### src/rtl/psubsb_seq_pkg.sv
// rtl/psubsb_seq_pkg.sv - shared state encoding, lane geometry and saturation constants
package psubsb_seq_pkg;

    typedef enum logic [1:0] {
        IDLE = 2'd0,
        CALC = 2'd1,
        DONE = 2'd2
    } state_t;

    localparam int          LANES     = 4;
    localparam int          LANE_W    = 4;
    localparam logic [1:0]  LANE_LAST = 2'(LANES - 1);
    localparam logic [3:0]  SAT_POS   = 4'h7;
    localparam logic [3:0]  SAT_NEG   = 4'h8;

    // Overflow direction follows the minuend sign: a non-negative minuend can only overflow upward.
    function automatic logic [3:0] saturate(input logic [3:0] raw, input logic ovf, input logic a_sign);
        if (!ovf)
            return raw;
        return a_sign ? SAT_NEG : SAT_POS;
    endfunction

endpackage

### src/rtl/psubsb_seq_if.sv
// rtl/psubsb_seq_if.sv - request/result bundle for the packed saturating subtractor
interface psubsb_seq_if;
    logic        start;
    logic [15:0] A;
    logic [15:0] B;
    logic        busy;
    logic        done;
    logic [15:0] Diff;
    logic [3:0]  Sat;

    modport master (output start, A, B, input busy, done, Diff, Sat);
    modport slave  (input start, A, B, output busy, done, Diff, Sat);
endinterface

### src/rtl/addsub_4bit.sv
// rtl/addsub_4bit.sv - 4-bit two's complement adder/subtractor with signed overflow flag
module addsub_4bit (
    input  logic [3:0] a,
    input  logic [3:0] b,
    input  logic       sub,
    output logic [3:0] sum,
    output logic       ovf
);
    logic [3:0] b_eff;

    assign b_eff = b ^ {4{sub}};
    assign sum   = a + b_eff + {3'b000, sub};
    // Signed overflow: like-signed effective operands producing an opposite-signed result.
    assign ovf   = (a[3] == b_eff[3]) && (sum[3] != a[3]);
endmodule

### src/rtl/psubsb_seq.sv
// rtl/psubsb_seq.sv - sequential packed 4x4-bit saturating subtract, one lane per cycle
module psubsb_seq
    import psubsb_seq_pkg::*;
(
    input  logic         clk,
    input  logic         rst_n,
    psubsb_seq_if.slave  bus
);
    state_t      state, state_nx;
    logic [1:0]  lane;
    logic [15:0] a_q, b_q, diff_q;
    logic [3:0]  sat_q;
    logic        accept;
    logic [3:0]  a_lane, b_lane, raw, lane_res;
    logic        ovf;

    assign accept = bus.start && (state != CALC);

    always_ff @(posedge clk or negedge rst_n) begin
        if (!rst_n)
            state <= IDLE;
        else
            state <= state_nx;
    end

    always_comb begin
        state_nx = state;
        case (state)
            IDLE:    if (bus.start) state_nx = CALC;
            CALC:    if (lane == LANE_LAST) state_nx = DONE;
            DONE:    state_nx = bus.start ? CALC : IDLE;
            default: state_nx = IDLE;
        endcase
    end

    // Single shared lane datapath, operands selected by the current lane index.
    assign a_lane = 4'(a_q >> {lane, 2'b00});
    assign b_lane = 4'(b_q >> {lane, 2'b00});

    addsub_4bit u_lane (
        .a   (a_lane),
        .b   (b_lane),
        .sub (1'b1),
        .sum (raw),
        .ovf (ovf)
    );

    assign lane_res = saturate(raw, ovf, a_lane[3]);

    always_ff @(posedge clk or negedge rst_n) begin
        if (!rst_n) begin
            a_q    <= '0;
            b_q    <= '0;
            lane   <= '0;
            diff_q <= '0;
            sat_q  <= '0;
        end else if (accept) begin
            a_q    <= bus.A;
            b_q    <= bus.B;
            lane   <= '0;
            diff_q <= '0;
            sat_q  <= '0;
        end else if (state == CALC) begin
            for (int i = 0; i < LANES; i++) begin
                if (lane == i[1:0]) begin
                    diff_q[i*LANE_W +: LANE_W] <= lane_res;
                    sat_q[i]                   <= ovf;
                end
            end
            lane <= lane + 2'd1;
        end
    end

    assign bus.busy = (state == CALC);
    assign bus.done = (state == DONE);
    assign bus.Diff = diff_q;
    assign bus.Sat  = sat_q;
endmodule

### src/flat_wrapper.sv
// flat-port wrapper written by rule: the top's interface ports become plain ports
module psubsb_seq_flat import psubsb_seq_pkg::*;
  (clk, rst_n, bus_start, bus_A, bus_B, bus_busy, bus_done, bus_Diff, bus_Sat);
  psubsb_seq_if bus_i ();
  input  logic clk;
  input  logic rst_n;
  input wire logic [$bits(bus_i.start)-1:0] bus_start;
  input wire logic [$bits(bus_i.A)-1:0] bus_A;
  input wire logic [$bits(bus_i.B)-1:0] bus_B;
  output wire logic [$bits(bus_i.busy)-1:0] bus_busy;
  output wire logic [$bits(bus_i.done)-1:0] bus_done;
  output wire logic [$bits(bus_i.Diff)-1:0] bus_Diff;
  output wire logic [$bits(bus_i.Sat)-1:0] bus_Sat;
  assign bus_i.start = bus_start;
  assign bus_i.A = bus_A;
  assign bus_i.B = bus_B;
  assign bus_busy = bus_i.busy;
  assign bus_done = bus_i.done;
  assign bus_Diff = bus_i.Diff;
  assign bus_Sat = bus_i.Sat;
  psubsb_seq u_core (.clk(clk), .rst_n(rst_n), .bus(bus_i));
endmodule
### config.mk
export PLATFORM = sky130hd
export DESIGN_NAME = psubsb_seq_flat
export DESIGN_NICKNAME = d
export VERILOG_FILES = /design/src/rtl/psubsb_seq_pkg.sv /design/src/rtl/psubsb_seq_if.sv /design/src/rtl/addsub_4bit.sv /design/src/rtl/psubsb_seq.sv /design/src/flat_wrapper.sv
export SDC_FILE = /design/constraint.sdc
export NUM_CORES = 1
export LEC_CHECK = 0
export CAP_MARGIN = 20
export CORE_MARGIN = 8
export CORE_UTILIZATION = 35
export CTS_BUF_LIST = sky130_fd_sc_hd__clkbuf_4 sky130_fd_sc_hd__clkbuf_8
export CTS_CLUSTER_SIZE = 24
export DETAILED_ROUTE_END_ITERATION = 10
export GPL_ROUTABILITY_DRIVEN = 0
export GPL_TIMING_DRIVEN = 0
export SYNTH_ARGS = -nofsm -noshare
export SYNTH_HDL_FRONTEND = slang
export SYNTH_SLANG_ARGS = --single-unit
### constraint.sdc
create_clock -name clk -period 3.08 [get_ports clk]
set_clock_uncertainty 0.1 [all_clocks]
set_input_delay 0.462 -clock clk [delete_from_list [all_inputs] [get_ports clk]]
set_output_delay 0.462 -clock clk [all_outputs]
set_load 0.1 [all_outputs]
**After elaboration in Yosys (flattened, before gate mapping)**

Cells that the tools add are included.

- Shift operators: 2
- Equal/unequal tests: 10
- Div/mod/pow operators: 0
- Reductions and logical operators: 14
- Magnitude comparators: 0
- Multipliers: 0
- Bitwise gates (word level): 1
- Multiplexer cells: 20
- Add/sub/neg operators: 3

Operators with widths:

| cell | number |
|---|---|
| 2-to-1 mux 16 bit | 2 |
| 2-to-1 mux 4 bit | 8 |
| right shift 16 x 4 -> 4 bit | 2 |
| AND reduction 2 bit | 5 |
| nonzero test 2 bit | 5 |
| 2-to-1 mux 2 bit | 4 |
| == test 2 bit, second input constant | 3 |
| one-hot mux 2 bit (3 select lines) | 1 |
| 2-to-1 mux 1 bit | 5 |
| adder 4 x 1 -> 4 bit, second input constant | 1 |
| adder 4 bit | 1 |
| == test 2 x 1 -> 1 bit, second input constant | 2 |
| zero test 2 bit | 2 |
| != test 2 x 1 -> 1 bit, second input constant | 2 |
| inverter 4 bit | 1 |
| adder 2 x 1 -> 2 bit, second input constant | 1 |
| logical AND 1 bit | 2 |
| != test 2 bit, second input constant | 1 |
| == test 1 bit | 1 |
| != test 1 bit | 1 |

- Bits in writable memories: 0
- Latch bits: 0
- Output and inout port bits: 22
- Bits in read-only memories: 0
- Memories kept: 0
- Bits in registers: 56

**Logic depth before layout (Yosys ltp)**

- Word-level depth: 10
- Depth in mapped cells: 10
- Depth with buffers taken out: 9

**Modules after synthesis**

A second synthesis with hierarchy kept.

- Cells, all modules: 202
- Area, all modules: 2793.9 um^2

Modules (own cells, without submodules):

| module | cells an instance | area an instance (um^2) | times used | seq. area each (um^2) |
|---|---|---|---|---|
| psubsb_seq | 186 | 2636.3 | 1 | 1401.3 |
| addsub_4bit | 16 | 157.7 | 1 | 0.0 |

**Least setup slack after synthesis**

Ideal clock, no wire load.

- Path type: register -> register
- Start: register u_core.lane[0]
- End: register u_core.diff_q[11] (netlist: u_core.bus.Diff[11])
- Stages on the path, launching flop included: 8
- Setup time: 0.071 ns
- Arrival time: 2.436 ns
- Data required time: 2.909 ns
- Slack: 0.473 ns
- Cells stage by stage: dfrtp_1 -> buf_6 -> mux4_1 -> ha_1 -> a21oi_1 -> nand3_1 -> a21oi_1 -> a32o_1

- Word-level cells in the longest chain between the ends: 10
- Elaborated cells on any way between the ends: 16

Ends and longest elaborated chain:

| item | RTL line | text |
|---|---|---|
| start, declared | psubsb_seq.sv:10 | `logic [1:0] lane;` |
| start signal, assigned | psubsb_seq.sv:70 | `lane <= lane + 2'd1;` |
| right shift 16 x 4 -> 4 bit | psubsb_seq.sv:38 | `assign b_lane = 4'(b_q >> {lane, 2'b00});` |
| inverter 4 bit (no source line) | -- |  |
| adder 4 bit | addsub_4bit.sv:12 | `assign sum = a + b_eff + {3'b000, sub};` |
| adder 4 x 1 -> 4 bit | addsub_4bit.sv:12 |  |
| != test 1 bit | addsub_4bit.sv:14 | `assign ovf = (a[3] == b_eff[3]) && (sum[3] != a[3]);` |
| logical AND 1 bit | addsub_4bit.sv:14 |  |
| 2-to-1 mux 4 bit | psubsb_seq_pkg.sv:20 | `return a_sign ? SAT_NEG : SAT_POS;` |
| 2-to-1 mux 4 bit | psubsb_seq.sv:65 | `if (lane == i[1:0]) begin` |
| 2-to-1 mux 16 bit | psubsb_seq.sv:63 | `end else if (state == CALC) begin` |
| 2-to-1 mux 16 bit | psubsb_seq.sv:57 | `end else if (accept) begin` |
| end signal, assigned by index | psubsb_seq.sv:66 | `diff_q[i*LANE_W +: LANE_W] <= lane_res;` |
| end, declared | psubsb_seq.sv:11 | `logic [15:0] a_q, b_q, diff_q;` |

Several ways; a longest one is shown, not always the timed one. The select of a mux whose other input is x is not followed.
A chain may end at the register's enable or synchronous reset.

**Final worst setup path**

- Start: register u_core.lane[0]
- End: register u_core.diff_q[7] (netlist: u_core.bus.Diff[7])

The elaborated chain is that of the path after synthesis.

==> flow_metrics.env <==
export IMPL_synth_ff_type="dfrtp_1"
export IMPL_grt_util_all_layers=0.125
export IMPL_cts_sinks=56
export IMPL_synthArstFlopShare=1.00
export IMPL_yosysUniqueCellTypes=32
export IMPL_slew_viol_final=0
export IMPL_min_path_type="in2async"
export IMPL_clock_root_buffer="clkbuf_8"
export IMPL_grt_remaining_overflow=0
export IMPL_wl_um=6480
export IMPL_start_kind="register"
export IMPL_status="completed"
export IMPL_core_area_um2=7610
export IMPL_dp_hpwl_um=4790
export IMPL_worst_slack_ps=248
export IMPL_cts_tree="yes"
export IMPL_synth_nets=315
export IMPL_tns_ps=0
export IMPL_arrival_ps=2920
export IMPL_grt_pass1_vias=2228
export IMPL_hold_violations=0
export IMPL_synth_seq_cells=56
export IMPL_fp_dieArea_um2=10800
export IMPL_antenna_found_initial=0
export IMPL_seq_area_um2=1400
export IMPL_setup_violations=0
export IMPL_rsz0062_at_grt="false"
export IMPL_port_buffers=56
export IMPL_cap_violations=0
export IMPL_fillers=737
export IMPL_chipHeight_um=104
export IMPL_r2r_start="u_core.lane[0]"
export IMPL_max_stage_delay_ps=560
export IMPL_post_cts_buffers=0
export IMPL_seq_area_frac_synth=0.519
export IMPL_mappedNetlistArea_um2=2700
export IMPL_vias=2101
export IMPL_grt_max_degree=33
export IMPL_wl_per_cell_um=14.7
export IMPL_nNetsFinal=379
export IMPL_fin_crit_sh=0.919
export IMPL_crit_chain="buf_6, mux4_1, ha_1, nand3b_1, a21oi_4, a21oi_1, a32o_1"
export IMPL_rr_worst_depth=7
export IMPL_min_period_ps=2830
export IMPL_yosysWarnings=0
export IMPL_grt_pass1_wl_um=11100
export IMPL_syn_inst=272
export IMPL_worstPathRequired_ps=3170
export IMPL_cts_clk_slew_worst_paths_ps=100
export IMPL_rrSetupSlack_ps=250
export IMPL_place_ws_ps=78.8
export IMPL_critical_path_class="reg2reg"
export IMPL_insertion_delay_ps=310
export IMPL_ioPinCount=57
export IMPL_post_drt_via_cell_ratio=4.79
export IMPL_clock_fmax_ghz=0.353
export IMPL_slew_headroom=0.340
export IMPL_drcViolationCount=0
export IMPL_endpoint_kind="register"
export IMPL_slowest_stage="mux4_1"
export IMPL_h_tree_depth=2
export IMPL_final_common_cell="nand2_1"
export IMPL_fp_row_count=32
export IMPL_numCtsBuffers=5
export IMPL_synth_edff_count=0
export IMPL_reg2reg_to="u_core.bus.Diff[7]"
export IMPL_syn_area_per_cell_um2=9.93
export IMPL_drt_iter0_drc=59
export IMPL_drive_above_1_share=0.0682
export IMPL_critPathMaxFanout=10
export IMPL_die_w_um=104
export IMPL_ant_nets=0
export IMPL_max_slew_worst_pin_slew_ps=988
export IMPL_dr_pass1_iters=4
export IMPL_final_cell_mix="nand2_1, dfrtp_1, clkdlybuf4s50_1, nor2_1, a21oi_1"
export IMPL_start_util=0.355
export IMPL_cts_max_path_buffers=2
export IMPL_multi_input_area_um2=1210
export IMPL_area_growth_syn_to_layout_pct=29.6
export IMPL_n_antenna_cell=0
## repair_timing
item	4_1_cts	5_1_grt
hold buffers	0	0
pin swaps	0	0
endpoints found under the setup margin	1	16
hold endpoints to repair	0	0
resized for setup	1	3
## sequential cells by signal, summed over array words and instances (netlist names)
register / cells
u_core.state: 2
u_core.bus.Sat: 4
u_core.b_q: 16
u_core.bus.Diff: 16
u_core.a_q: 16
u_core.lane: 2
## layout make-up
cell class | count | share of cell area
Sequential cell | 56 | 0.400
Multi-Input combinational cell | 194 | 0.346
Timing Repair Buffer | 57 | 0.163
Tap cell | 102 | 0.0365
Clock buffer | 7 | 0.0257
Buffer | 11 | 0.0139
Inverter | 11 | 0.0118
Clock inverter | 1 | 0.00215
## synth_stat cells (2+ instances only)
| cell type | number | area (µm²) |
|---|---|---|
| ha_1 | 7 | 87.6 |
| mux4_1 | 7 | 184 |
| inv_1 | 10 | 37.5 |
| o31ai_1 | 4 | 30.0 |
| dfrtp_1 | 56 | 1400 |
| a211oi_2 | 3 | 37.5 |
| a21oi_1 | 14 | 70.1 |
| o22ai_2 | 3 | 37.5 |
| a211oi_1 | 9 | 67.6 |
| nor2_1 | 14 | 52.6 |
| nor2b_1 | 2 | 12.5 |
| buf_1 | 2 | 7.51 |
| a31oi_1 | 3 | 18.8 |
| nand2_1 | 108 | 405 |
| mux2i_1 | 3 | 30.0 |
| clkbuf_1 | 8 | 30.0 |
| nand3_1 | 2 | 10.0 |
| a32o_1 | 3 | 30.0 |
## worst max path at each step
stage,from,end,slack (ps),cells past startpoint
6_report,u_core.lane[0],u_core.bus.Diff[7],250,7
2_1_floorplan,u_core.lane[0],u_core.bus.Diff[11],470,7
5_1_grt,u_core.lane[1],u_core.bus.Diff[7],40,8
4_1_cts,u_core.lane[1],u_core.bus.Diff[7],10,8
3_3_place_gp,rst_n,u_core.a_q[5],-330,1
3_5_place_dp,u_core.lane[1],u_core.bus.Diff[7],80,8
## per-stage QoR
stage,cell area (µm²),hold WS [ps],instances,utilization
3_5_place_dp,3400,358,431,0.447
4_1_cts,3500,56.9,439,0.460
3_3_place_gp,3390,351,430,0.445
5_1_grt,3500,87.4,439,0.460
6_report,3500,44.1,439,0.460
2_1_floorplan,2700,66.4,272,-
## cells by family after synthesis
logic type      synth area share
compound gates             0.131
xor+xnor                 0.00649
fa+ha+maj                 0.0399
buf+inv                   0.0334
flops                      0.519
mux                       0.0876
simple gates               0.183
## critical path: cells and delay by family, from the launching register on
| kind | cells | cell delay, ps |
|---|---|---|
| AOI/OAI and AO/OA | 3 | 750 |
| adders and majority gates | 1 | 390 |
| buffers and inverters | 1 | 200 |
| DFF | 1 | 450 |
| muxes | 1 | 560 |
| and+or+nand+nor | 1 | 280 |
## layer usage
layer,up-vias,global-route usage,share of wire
met1,972,0.167,0.47
met3,8,0.0328,0.059
met5,-,0,0
met2,65,0.195,0.46
met4,0,0.0321,0.011
li1,1056,-,-
Power is not shown: default switching activity piles up to over one toggle a cycle in this logic, so the estimate is an artifact.
